<file path="config.mk">
export PLATFORM = sky130hd
export DESIGN_NAME = sr_flipflop_bank
export DESIGN_NICKNAME = d
export VERILOG_FILES = /design/src/rtl/sr_flipflop_bank.sv
export SDC_FILE = /design/constraint.sdc
export NUM_CORES = 1
export LEC_CHECK = 0
export BUFFER_PORTS_ARGS = -buffer_cell sky130_fd_sc_hd__buf_2
export CAP_MARGIN = 20
export CORE_MARGIN = 1.5
export CORE_UTILIZATION = 50
export DETAILED_ROUTE_END_ITERATION = 10
export GPL_TIMING_DRIVEN = 0
export PLACE_DENSITY = 0.79
export SKIP_CTS_REPAIR_TIMING = 1
export SLEW_MARGIN = 25
export SYNTH_ARGS = -nofsm -noshare
export SYNTH_HDL_FRONTEND = slang
export SYNTH_SLANG_ARGS = --single-unit
</file>
<file path="constraint.sdc">
create_clock -name clk -period 2.05 [get_ports clk]
set_clock_uncertainty 0.15 [all_clocks]
set_input_delay 0.3075 -clock clk [delete_from_list [all_inputs] [get_ports clk]]
set_output_delay 0.3075 -clock clk [all_outputs]
set_load 0.03 [all_outputs]
</file>
<file path="src/rtl/sr_flipflop_bank.sv">
// Bank of WIDTH independent clocked SR flip-flops with selectable S=R=1 policy,
// registered rise/fall pulses, and a saturating conflict counter.
module sr_flipflop_bank #(
  parameter int unsigned            WIDTH         = 8,
  parameter int                     CONFLICT_MODE = 0,
  parameter logic [WIDTH-1:0]       RESET_VALUE   = '0,
  parameter int unsigned            CNT_W         = 8
) (
  input  logic             clk,
  input  logic             reset,
  input  logic             en,
  input  logic             clr,
  input  logic [WIDTH-1:0] s,
  input  logic [WIDTH-1:0] r,
  output logic [WIDTH-1:0] q,
  output logic [WIDTH-1:0] q_rise,
  output logic [WIDTH-1:0] q_fall,
  output logic             conflict,
  output logic [CNT_W-1:0] conflict_cnt
);

  typedef enum logic [1:0] {
    POL_HOLD,
    POL_SET,
    POL_RESET,
    POL_TOGGLE
  } policy_e;

  // Unrecognised mode values fall back to hold.
  localparam policy_e POLICY = (CONFLICT_MODE == 1) ? POL_SET    :
                               (CONFLICT_MODE == 2) ? POL_RESET  :
                               (CONFLICT_MODE == 3) ? POL_TOGGLE : POL_HOLD;

  logic [WIDTH-1:0] r_q;
  logic [WIDTH-1:0] r_rise;
  logic [WIDTH-1:0] r_fall;
  logic             r_conflict;
  logic [CNT_W-1:0] r_cnt;

  logic [WIDTH-1:0] w_q_next;
  logic             w_conflict;

  always_comb begin
    w_q_next = r_q;
    if (clr) begin
      w_q_next = RESET_VALUE;
    end else if (en) begin
      for (int unsigned i = 0; i < WIDTH; i++) begin
        unique case ({s[i], r[i]})
          2'b10:   w_q_next[i] = 1'b1;
          2'b01:   w_q_next[i] = 1'b0;
          2'b11: begin
            unique case (POLICY)
              POL_SET:    w_q_next[i] = 1'b1;
              POL_RESET:  w_q_next[i] = 1'b0;
              POL_TOGGLE: w_q_next[i] = ~r_q[i];
              default:    w_q_next[i] = r_q[i];
            endcase
          end
          default: w_q_next[i] = r_q[i];
        endcase
      end
    end
  end

  // Conflict is flagged regardless of the policy that resolves it.
  assign w_conflict = en & ~clr & (|(s & r));

  always_ff @(posedge clk or negedge reset) begin
    if (!reset) begin
      r_q        <= RESET_VALUE;
      r_rise     <= '0;
      r_fall     <= '0;
      r_conflict <= 1'b0;
      r_cnt      <= '0;
    end else begin
      r_q        <= w_q_next;
      r_rise     <= ~r_q & w_q_next;
      r_fall     <= r_q & ~w_q_next;
      r_conflict <= w_conflict;
      if (clr) begin
        r_cnt <= '0;
      end else if (w_conflict && (r_cnt != '1)) begin
        r_cnt <= r_cnt + 1'b1;
      end
    end
  end

  assign q            = r_q;
  assign q_rise       = r_rise;
  assign q_fall       = r_fall;
  assign conflict     = r_conflict;
  assign conflict_cnt = r_cnt;

endmodule

</file>
==> flow_summary.ini <==
[run_status]
status = complete, no violations

[clock_network]
cts.sinks = 33
path_clk_slew_ns = 0.09
h-tree-depth = 2
cts_buffers = 5
clkLatencyLatePin_ns = 0.33
cts_tree = yes
cts_root_buffer = clkbuf_4
cts_max_path_buffers = 2

[cells_and_area]
finalNetCount = 248
final_layout_size_suffix_gt1_share_pct = 31.6
n_fill_cell = 277
multiInputGateArea_sq_um = 772
instances_no_fill = 256
design_area_sq_um = 2070
syn2layout_area_growth_pct = 25.2
diodes = 0
seqCellArea_sq_um = 826

[critical_path]
crit_path_end_kind = flip-flop
crit_chain = ha_1 -> nand3_1 -> nor3_2 -> buf_2 -> nor4_2 -> mux2_2
crit_type = reg -> reg
critPathMaxStageDelay_ns = 0.42
crit_path_start_kind = flip-flop
crit_required_ns = 2.12
critPathArrivalTime_ns = 2.03
cp_slowest_cell = dfrtp_1
path_max_fanout = 10

[floorplan]
rows = 20
core_area_sq_um = 3100
start_util_pct = 53.3
die_x_microns = 60.5
ios = 53
die_h_microns = 60.5
dieArea_sq_um = 3670

[place]
dp_hpwl_microns = 2680
place_inst = 247
routabilityCongestion = 0.814
portBuffers = 51
dpl_cell_area_sq_um = 1970
post-place-ws_ns = -0.0466

[drt]
via_per_inst = 5.21
drt_wl_total_microns = 3610
drt_first_pass_iters = 4
wl_per_cell_microns = 14.1
first_iter_violations = 70
vias = 1335
postRouteAntennaNets = 0
drc = 0

[timing]
finalHoldViolCount = 0
slew_headroom_pct = 51.5
fin_crit_sh_pct = 95.7
finalWorstPathRequiredPeriod_ns = 1.96
worst_slack_ns = 0.0874
worst_hold_slack_ns = 0.208
setup_violations = 0
grt_setup_unrepaired = false
timing.fmax_mhz = 510
tightest_slew_ns = 0.727
slew_violations = 0

[pwr]
vdd.ir_drop.worst_v = 0.000480
leakage_nw = 1.15
cellPowerDensity_nw_per_um2 = 671

[logic_synthesis]
ys_seq_area_share_pct = 49.9
synth_top_family_by_area = simple AND/OR/NAND/NOR gates
syn_area_sq_um = 1660
ys_types = 26
synthTopCellsByArea = dfrtp_1 50%, ha_1 13%, mux2i_1 5.4%
synth_top_area_share_pct = 49.9
async_reset_ff_share_pct = 100
synthFlopType = dfrtp_1
synth_edf_count = 0
synth.avg_cell_area_sq_um = 10.9
yosys.area_share.simple_pct = 17.5
synth_nets = 189
syn_inst = 152
synth_top_area_cell = dfrtp_1
synth_compound_area_share_pct = 9.52
synth-xor-area-share_pct = 0
synth_fa_ha_area_share_pct = 12.8
ys_ff_latch = 33
muxShareOfSynthArea_pct = 6.12
ys_warn_count = 0

[flow_run]
drv_cap = 0

[min_path]
hp-class = in -> reg

[grt]
grt_pass1_wl_microns = 5820
grt_pass1_vias = 1307
grt_max_degree = 34
track_usage_pct = 21.9
antenna_found_initial = 0
grt_overflow_total = 0
area by class of cell:
cell class | count | area share [%]
multi-input combinational | 103 | 37.3
tap | 44 | 2.66
inverter | 10 | 1.81
timing repair buffer | 52 | 12.8
clock inverter | 1 | 1.45
clock buffer | 7 | 2.66
sequential | 33 | 39.9
buffer | 6 | 1.51
layer usage:
| layer | global-route usage, % | up-vias | wire length, microns |
|---|---|---|---|
| met5 | 0 | - | 0 |
| met3 | 8.32 | 7 | 247 |
| li1 | - | 642 | - |
| met4 | 8.39 | 0 | 65 |
| met2 | 38.0 | 44 | 1790 |
| met1 | 24.6 | 642 | 1510 |
registers in the layout, summed over array words and instances (netlist names):
name and flops:
q 8, conflict_cnt 8, q_fall 8, conflict 1
q_rise 8
where the power goes:
part           internal [W]  switching, W  total, W
sequential         0.000670     0.0000123  0.000682
clock              0.000291      0.000210  0.000502
combinational     0.0000734      0.000133  0.000206
total               0.00103      0.000355   0.00139
cell usage in the layout (no fill, tap or decap), types with 2 or more instances in the layout:
cell      Yosys  final
dfrtp_1      33     33
clkbuf_4      0      5
nand2_1       4      4
clkbuf_1      4      5
mux2i_1       9      9
or4_1         4      4
or3_1         3      3
nor3_1        9      8
inv_1        10     10
buf_2         1     52
o31ai_1       4      4
a21oi_1       5      5
nor2_1       19     19
o21a_1        8      8
nand3_1       2      2
nor4_2        1      2
ha_1         17     17
nand2b_1     10     10
Yosys cell counts, types with 2 or more instances:
library cell  instances
a21oi_1               5
clkbuf_1              4
dfrtp_1              33
ha_1                 17
inv_1                10
mux2i_1               9
nand2_1               4
nand2b_1             10
nand3_1               2
nor2_1               19
nor3_1                9
o21a_1                8
o31ai_1               4
or3_1                 3
or4_1                 4
path summary, 6_finish.rpt:
path / from / to / slack (ns) / depth (start not counted)
worst min-delay path: clr / q_fall[7]$_DFF_PN0_ / 0.21 / 2
max in group asynchronous: reset / conflict_cnt[0]$_DFFE_PN0P_ / 0.87 / 2
worst min register to register: q[1]$_DFF_PN0_ / q_rise[1]$_DFF_PN0_ / 0.34 / 1
worst max-delay path: conflict_cnt[0]$_DFFE_PN0P_ / conflict_cnt[5]$_DFFE_PN0P_ / 0.09 / 6
worst max register to register: conflict_cnt[0]$_DFFE_PN0P_ / conflict_cnt[5]$_DFFE_PN0P_ / 0.09 / 6
min in group asynchronous: reset / q_rise[2]$_DFF_PN0_ / 0.40 / 2
metrics by stage:
stage               setup TNS [ns]  power [W]  util, %
floorplan                        0   0.000819        -
global placement           -0.0114   0.000891     63.3
detailed placement         -0.0852   0.000902     63.3
CTS                              0    0.00141     66.1
global route                     0    0.00145     66.8
finish                           0    0.00139     66.8
worst max-delay path: cells and delay by family, from the launching register on:
family | cells | cell delay, ns
fa+ha+maj | 1 | 0.22
buf+inv | 1 | 0.19
flops | 1 | 0.42
mux | 1 | 0.37
simple gates | 3 | 0.50
logic make-up (layout without fill, tap and decap cells):
kind of cell               count (synthesis)  count (layout)
buffers and inverters                     16              76
adders and majority gates                 17              17
DFF                                       33              33
muxes                                     10              10
and+or+nand+nor                           55              55
AOI/OAI and AO/OA                         21              21
No activity file was read; power rests on OpenSTA's default activity.
